<file path="src/rtl/serial_tx_uart_pkg.sv">
// Shared types and frame constants for the serial TX UART.
package serial_tx_uart_pkg;

    typedef enum logic [1:0] {
        ST_IDLE  = 2'd0,
        ST_START = 2'd1,
        ST_DATA  = 2'd2,
        ST_STOP  = 2'd3
    } uart_state_t;

    localparam int unsigned DATA_BITS = 8;
    localparam int unsigned STOP_BITS = 1;

endpackage

</file>
<file path="src/rtl/serial_tx_uart_sync_fifo.sv">
// Circular-buffer FIFO with registered occupancy count; head is visible on pop_data.
module serial_tx_uart_sync_fifo #(
    parameter int unsigned WIDTH = 8,
    parameter int unsigned DEPTH = 16
) (
    input  logic                       clk,
    input  logic                       rst_n,
    input  logic                       push,
    input  logic [WIDTH-1:0]           push_data,
    input  logic                       pop,
    output logic [WIDTH-1:0]           pop_data,
    output logic [$clog2(DEPTH):0]     count,
    output logic                       full,
    output logic                       empty
);

    localparam int unsigned AW = $clog2(DEPTH);
    localparam int unsigned CW = AW + 1;

    logic [WIDTH-1:0] mem [DEPTH];
    logic [AW-1:0]    wr_ptr;
    logic [AW-1:0]    rd_ptr;
    logic             do_push;
    logic             do_pop;

    assign full     = (count == CW'(DEPTH));
    assign empty    = (count == '0);
    assign do_push  = push && !full;
    assign do_pop   = pop && !empty;
    assign pop_data = mem[rd_ptr];

    // Pointers wrap naturally because DEPTH is a power of two.
    always_ff @(posedge clk or negedge rst_n) begin
        if (!rst_n) begin
            wr_ptr <= '0;
            rd_ptr <= '0;
            count  <= '0;
        end else begin
            if (do_push) wr_ptr <= wr_ptr + AW'(1);
            if (do_pop)  rd_ptr <= rd_ptr + AW'(1);
            count <= count + CW'(do_push) - CW'(do_pop);
        end
    end

    always_ff @(posedge clk) begin
        if (do_push) mem[wr_ptr] <= push_data;
    end

endmodule

</file>
<file path="src/rtl/serial_tx_uart.sv">
// Byte-write FIFO feeding an 8N1 UART transmitter with back-to-back frames.
module serial_tx_uart
    import serial_tx_uart_pkg::*;
#(
    parameter int unsigned CLKS_PER_BIT = 868,
    parameter int unsigned DEPTH        = 16
) (
    input  logic                      clk,
    input  logic                      rst_n,
    input  logic                      wr_valid,
    input  logic [31:0]               wr_data,
    output logic                      wr_ready,
    output logic                      tx,
    output logic                      tx_busy,
    output logic [$clog2(DEPTH):0]    fifo_count,
    output logic                      overflow
);

    localparam int unsigned CW = $clog2(DEPTH) + 1;
    localparam int unsigned BW = $clog2(CLKS_PER_BIT);
    localparam int unsigned IW = $clog2(DATA_BITS);

    uart_state_t          state;
    uart_state_t          state_next;
    logic [BW-1:0]        baud;
    logic [IW-1:0]        bit_idx;
    logic [DATA_BITS-1:0] shift;
    logic [DATA_BITS-1:0] head;
    logic                 empty;
    logic                 full;
    logic                 push_c;
    logic                 pop_c;
    logic                 tx_c;
    logic                 baud_last;
    logic                 data_last;
    logic                 stop_last;
    logic [CW-1:0]        count_next;
    logic                 unused_bits;

    assign unused_bits = ^{wr_data[31:8], full};
    assign push_c      = wr_valid && wr_ready;
    assign baud_last   = (baud == BW'(CLKS_PER_BIT - 1));
    assign data_last   = (bit_idx == IW'(DATA_BITS - 1));
    assign stop_last   = (bit_idx == IW'(STOP_BITS - 1));
    assign count_next  = fifo_count + CW'(push_c) - CW'(pop_c);

    serial_tx_uart_sync_fifo #(
        .WIDTH (DATA_BITS),
        .DEPTH (DEPTH)
    ) u_fifo (
        .clk       (clk),
        .rst_n     (rst_n),
        .push      (push_c),
        .push_data (wr_data[DATA_BITS-1:0]),
        .pop       (pop_c),
        .pop_data  (head),
        .count     (fifo_count),
        .full      (full),
        .empty     (empty)
    );

    always_ff @(posedge clk or negedge rst_n) begin
        if (!rst_n) state <= ST_IDLE;
        else        state <= state_next;
    end

    always_comb begin
        state_next = state;
        unique case (state)
            ST_IDLE:  if (!empty) state_next = ST_START;
            ST_START: if (baud_last) state_next = ST_DATA;
            ST_DATA:  if (baud_last && data_last) state_next = ST_STOP;
            ST_STOP:  if (baud_last && stop_last) state_next = empty ? ST_IDLE : ST_START;
        endcase
    end

    // Pop from IDLE, or on the final stop cycle so frames abut without a gap.
    always_comb begin
        pop_c = 1'b0;
        tx_c  = 1'b1;
        unique case (state)
            ST_IDLE:  pop_c = !empty;
            ST_START: tx_c  = 1'b0;
            ST_DATA:  tx_c  = shift[0];
            ST_STOP:  pop_c = !empty && baud_last && stop_last;
        endcase
    end

    always_ff @(posedge clk or negedge rst_n) begin
        if (!rst_n) begin
            baud     <= '0;
            bit_idx  <= '0;
            shift    <= '0;
            tx       <= 1'b1;
            tx_busy  <= 1'b0;
            wr_ready <= 1'b1;
            overflow <= 1'b0;
        end else begin
            tx       <= tx_c;
            tx_busy  <= (state_next != ST_IDLE) || (count_next != '0);
            wr_ready <= (count_next < CW'(DEPTH));
            if (wr_valid && !wr_ready) overflow <= 1'b1;

            if (state == ST_IDLE || baud_last) baud <= '0;
            else                               baud <= baud + BW'(1);

            if (baud_last) begin
                if (state_next != state) bit_idx <= '0;
                else                     bit_idx <= bit_idx + IW'(1);
            end

            if (pop_c)                            shift <= head;
            else if (state == ST_DATA && baud_last) shift <= {1'b0, shift[DATA_BITS-1:1]};
        end
    end

endmodule

</file>
<file path="config.mk">
export PLATFORM = sky130hd
export DESIGN_NAME = serial_tx_uart
export DESIGN_NICKNAME = d
export VERILOG_FILES = /design/src/rtl/serial_tx_uart_pkg.sv /design/src/rtl/serial_tx_uart_sync_fifo.sv /design/src/rtl/serial_tx_uart.sv
export SDC_FILE = /design/constraint.sdc
export NUM_CORES = 1
export LEC_CHECK = 0
export CELL_PAD_IN_SITES_DETAIL_PLACEMENT = 1
export CELL_PAD_IN_SITES_GLOBAL_PLACEMENT = 1
export CORE_MARGIN = 2
export CORE_UTILIZATION = 54
export DETAILED_ROUTE_END_ITERATION = 10
export GPL_ROUTABILITY_DRIVEN = 0
export PLACE_DENSITY = 0.86
export SLEW_MARGIN = 0
export SYNTH_ARGS = -nofsm -noshare
export SYNTH_HDL_FRONTEND = slang
export SYNTH_SLANG_ARGS = --single-unit
</file>
<file path="constraint.sdc">
create_clock -name clk -period 7.79 [get_ports clk]
set_input_delay 1.558 -clock clk [delete_from_list [all_inputs] [get_ports clk]]
set_output_delay 1.558 -clock clk [all_outputs]
set_load 0.02 [all_outputs]
</file>
======== Yosys cells after proc, flatten, opt, wreduce, memory -nomap -nowiden ========
Memory sizes are Yosys's and may differ from the RTL's.
Cells that the tools add are included.
operators by class
  add/sub/neg operators ................... 8
  $lt $le $gt $ge ......................... 1
  eq/ne operators ......................... 7
  muxes and demuxes ....................... 14
  reductions and logical operators ........ 20
operator list
  kind                     number
  $mux W8                  2
  $add A10 B1 Y10 const B  1
  $add A5 B1 Y5            2
  $eq A10 B10 Y1 const B   1
  $mux W10                 1
  $sub A5 B1 Y5            2
  $logic_and A1 B1 Y1      9
  $add A4 B1 Y4 const B    2
  $mux W2                  4
  $pmux W2 S4              1
  $eq A5 B5 Y1 const B     1
  $logic_not A5 Y1         1
  $lt A5 B5 Y1 const B     1
  $reduce_bool A5 Y1       1
  $eq A2 B2 Y1 const B     2
  $pmux W1 S2              2
  $reduce_bool A2 Y1       2
  $add A3 B1 Y3 const B    1
  $eq A3 B3 Y1 const B     1
  $logic_not A1 Y1         3
  $logic_not A3 Y1         1
  $mux W1                  3
  $mux W3                  1
  $eq A2 B1 Y1 const B     1
  3 further kinds          4
word-level totals
  bits in registers ....................... 40
  bits in writable memories ............... 128
  input bits .............................. 35
  output and inout bits ................... 9
  logic and storage cells ................. 62
  memories kept ........................... 1
memories
  memory      words  bits a word  rd ports  clocked after memory_dff  write ports  line                            RTL
  u_fifo.mem  16     8            1         0                         1            serial_tx_uart_sync_fifo.sv:20  logic [WIDTH-1:0] mem [DEPTH];

======== Longest topological paths before layout ========
  depth after elaboration ................. 8
  mapped depth ............................ 16
  depth with buffers taken out ............ 14

======== Hierarchy ========
Synthesis repeated with hierarchy kept, for this count alone.
unflattened totals
  cells, all modules ...................... 479
  area, all modules ....................... 7531.0 sq um
by module, submodules not included
  module                    times used  cells each  area an instance (sq um)  sequential area each (sq um)
  serial_tx_uart_sync_fifo  1           319         5863.1                    4169.0
  serial_tx_uart            1           160         1667.8                    678.2

======== Worst setup path before layout ========
OpenSTA, ideal clock, no wires.
  path kind ............................... register -> register
  start point ............................. register baud[0]
  end point ............................... register tx_busy
  data arrival time ....................... 3.253 ns
  slack ................................... 4.399 ns
  stages on the path, launching flop included .. 16
  period minus slack after synthesis ...... 3.391 ns
  cells stage by stage .................... dfrtp_1 > ha_1 > nor3b_2 > and3_1 > buf_6 > a41oi_4 > nor4_1 > nand2b_1 > ha_1 > inv_1 > fa_1 > nand2b_1 > a21oi_1 > nor2_1 > xor2_1 > or4b_1
on the way
  cells in the longest elaborated chain, start to end .. 7
ends and longest elaborated chain
  item                               line                   RTL
  from (decl)                        serial_tx_uart.sv:25   logic [BW-1:0] baud;
  from (signal assigned)             serial_tx_uart.sv:105  else baud <= baud + BW'(1);
  $eq A10 B10 Y1 *                   serial_tx_uart.sv:42   assign baud_last = (baud == BW'(CLKS_PER_BIT - 1));
  $logic_and A1 B1 Y1 (2 in series)  serial_tx_uart.sv:85   ST_STOP: pop_c = !empty && baud_last && stop_last;
  $pmux W1 S2                        serial_tx_uart.sv:81   unique case (state)
  $sub A5 B1 Y5                      serial_tx_uart.sv:45   assign count_next = fifo_count + CW'(push_c) - CW'(pop_c);
  $reduce_bool A5 Y1                 serial_tx_uart.sv:100  tx_busy <= (state_next != ST_IDLE) || (count_next != '0);
  $logic_or A1 B1 Y1 *               serial_tx_uart.sv:100
  to (signal assigned)               serial_tx_uart.sv:100
  to (decl)                          serial_tx_uart.sv:14   output logic tx_busy,
Mark *: on every way between the ends. The rest lies on a longest branch, timed or not.
A chain may end at the register's enable or synchronous reset.

======== Worst setup path in the final report ========
Ends and elaborated chain as after synthesis.

==> results.py <==
metrics = {
    "yosys": {
        "synth-edff-count": 128,
        "ys_top_cells_by_area": "edfxtp_1, dfrtp_1, mux4_2",
        "synth-seq-cells": 168,
        "synth_ff_type": "edfxtp_1",
        "ys_types": 53,
        "yosys.area.top_type": "edfxtp_1",
        "synthesis.area_mm2": 0.00734,
        "seq_area_frac_synth": 0.660,
        "synthesis.instances": 458,
        "synth_top_area_frac": 0.524,
        "avgSynthCellArea_um2": 16.0,
        "syn-num-nets": 516,
        "ys_async_sr_fraction": 0.238,
        "yosysWarnings": 0,
    },
    "cells_and_area": {
        "fill_cells": 1222,
        "areaGrowthSynthToFinish_pct": 11.7,
        "seq_area_mm2": 0.00485,
        "fin_nets": 539,
        "layout_common_cells": "edfxtp_1, mux2i_1, dfrtp_1",
        "multi_input_area_mm2": 0.00230,
        "layout_commonest_cell": "edfxtp_1",
        "drive_gt1_frac": 0.142,
        "n_antenna_cell": 0,
    },
    "die": {
        "coreArea_mm2": 0.0132,
        "rows": 42,
        "die-area_mm2": 0.0145,
        "initial_core_util": 0.554,
        "die_x_um": 121,
        "chipHeight_um": 121,
        "io_pins": 44,
    },
    "route": {
        "wl_per_cell_um": 25.7,
        "routed_wl_um": 17200,
        "avgViaCountPerCell": 6.17,
        "drc": 0,
        "dr_total_vias": 4137,
        "dr.pass1.iters": 5,
        "ant_nets": 0,
        "drt-initial-drc-count": 465,
    },
    "worst_setup_path": {
        "worst-path-max-fanout": 7,
        "critPathArrivalTime_ns": 4.65,
        "crit_chain": "ha_1 > nor3b_2 > and3_1 > a41oi_4 > nor4_1 > nand2b_1 > ha_1 > inv_1 > fa_1 > nand2b_1 > a21oi_1 > nor2_1 > xor2_1 > or4b_1",
        "endpoint_kind": "flip-flop",
        "critPathMaxStageDelay_ns": 0.61,
        "r2r-end": "tx_busy$_DFF_PN0_",
        "cpMaxStageDelayCell": "nor4_1",
        "reg2regPathDepth": 14,
        "reg2reg_from": "baud[0]$_DFF_PN0_",
        "startpoint_type": "flip-flop",
        "path_class": "flip-flop to flip-flop",
        "crit_required_ns": 8.10,
        "reg2reg_slack_ns": 3.45,
    },
    "clock_tree": {
        "path_clk_slew_ns": 0.06,
        "cts_setup_buffers": 0,
        "clk_path_buf_depth": 2,
        "hold_buffers": 0,
        "postCtsResizedCells": 0,
        "cts_tree": "done",
        "htreeDepth": 4,
        "cts_sinks": 168,
        "clk_latency_ns": 0.44,
        "cts_buffers": 17,
        "root_buffer": "clkbuf_16",
    },
    "place": {
        "dp_hpwl_um": 10700,
        "place.port_buffers": 19,
    },
    "timing": {
        "hold_violations": 0,
        "fin_crit_ns": 4.34,
        "period_share": 0.557,
        "slew_headroom": 0.185,
        "drv_slew": 0,
        "fin_hold_ws_ns": 0.484,
        "rsz0062_at_grt": "no",
        "tns_ns": 0,
        "finalSetupViolations": 0,
        "fin_worst_skew_ns": 0.0126,
        "worstMarginPinSlew_ns": 1.22,
        "max_freq_mhz": 230,
    },
    "min_path": {
        "holdPathEnd": "overflow$_DFFE_PN0P_",
        "worstHoldStart": "overflow$_DFFE_PN0P_",
        "hold_depth": 1,
        "min_path_type": "flip-flop to flip-flop",
    },
    "flow_run": {
        "maxCapViolCount": 0,
    },
    "global_route": {
        "grt_first_pass_wirelength_um": 26900,
        "overflow": 0,
        "grt_pass1_vias": 4463,
        "grt_antenna_before_repair": 0,
        "grt_max_degree": 48,
        "grt_usage": 0.258,
    },
    "power_and_ir_drop": {
        "max-vdd-ir-drop_uv": 153,
        "p_leak_nw": 3.05,
        "powerDensity_mw_per_mm2": 213,
    },
    "outcome": {
        "status": "finished clean",
    },
}
==> worst max path at each step <==
stage / depth (start not counted) / endpoint / slack, ns / startpoint
floorplan: 15 / tx_busy$_DFF_PN0_ / 4.40 / baud[0]$_DFF_PN0_
global placement: 10 / tx_busy$_DFF_PN0_ / 3.82 / wr_valid
detailed placement: 14 / u_fifo.count[4]$_DFF_PN0_ / 3.61 / baud[0]$_DFF_PN0_
CTS: 14 / tx_busy$_DFF_PN0_ / 3.40 / baud[0]$_DFF_PN0_
global route: 14 / tx_busy$_DFF_PN0_ / 3.16 / baud[0]$_DFF_PN0_
finish: 14 / tx_busy$_DFF_PN0_ / 3.45 / baud[0]$_DFF_PN0_
==> metal layers <==
layer | track usage | routed length, um | up-vias
li1 | - | - | 1799
met1 | 0.334 | 6960 | 2152
met2 | 0.423 | 8700 | 151
met3 | 0.0575 | 1110 | 35
met4 | 0.113 | 457 | 0
met5 | 0 | 0 | -
==> state kept, by name (all words and copies together) (netlist names), 2 cells and up <==
name           cells
u_fifo.mem       128
baud              10
shift              8
u_fifo.count       5
u_fifo.rd_ptr      4
u_fifo.wr_ptr      4
bit_idx            3
state              2
==> area by class of cell <==
class	count	area share
sequential	168	0.591
tap	176	0.0268
inverter	21	0.00961
clock buffer	19	0.0528
timing repair buffer	24	0.0272
clock inverter	13	0.0119
multi-input combinational	249	0.281
==> cells by family after synthesis <==
group,synth area share
muxes,0.123
AOI/OAI and AO/OA,0.0591
DFF,0.660
xor gates and xnor gates,0.0251
adders and majority gates,0.0412
buffers and inverters,0.0264
and+or+nand+nor,0.0649
==> report_power, final <==
part | switching [mW] | internal, mW
clock | 0.356 | 0.410
sequential | 0.0000000000000000157 | 0.965
combinational | 0.0148 | 0.00415
==> metrics by stage <==
step                      power [mW]  cells  instance area [um2]  utilization  setup slack [ns]
after floorplan                0.984    458                 7340            -              4.40
final                           1.75    670                 8200        0.619              3.45
after detailed placement        1.00    638                 7670        0.579              3.61
after global routing            1.79    670                 8200        0.619              3.16
after CTS                       1.76    670                 8200        0.619              3.40
after global placement          1.00    638                 7670        0.579              3.82
==> cells in the mapped netlist (7+ instances only) <==
library cell	count
mux2i_1	37
nand2_1	16
mux4_2	22
inv_1	20
xnor2_1	12
o21ai_0	7
nor3_1	9
xor2_1	9
dfrtp_1	38
nand2b_1	7
nor2_1	29
clkbuf_1	8
ha_1	21
a221oi_1	18
edfxtp_1	128
==> worst max-delay path: cells and delay by family (launching register included) <==
| family | cells | cell delay (ns) |
|---|---|---|
| flops | 1 | 0.41 |
| simple gates | 7 | 2.33 |
| compound gates | 2 | 0.41 |
| xor+xnor | 1 | 0.18 |
| fa+ha+maj | 3 | 0.81 |
| buf+inv | 1 | 0.06 |
No activity file was read; power rests on OpenSTA's default activity.
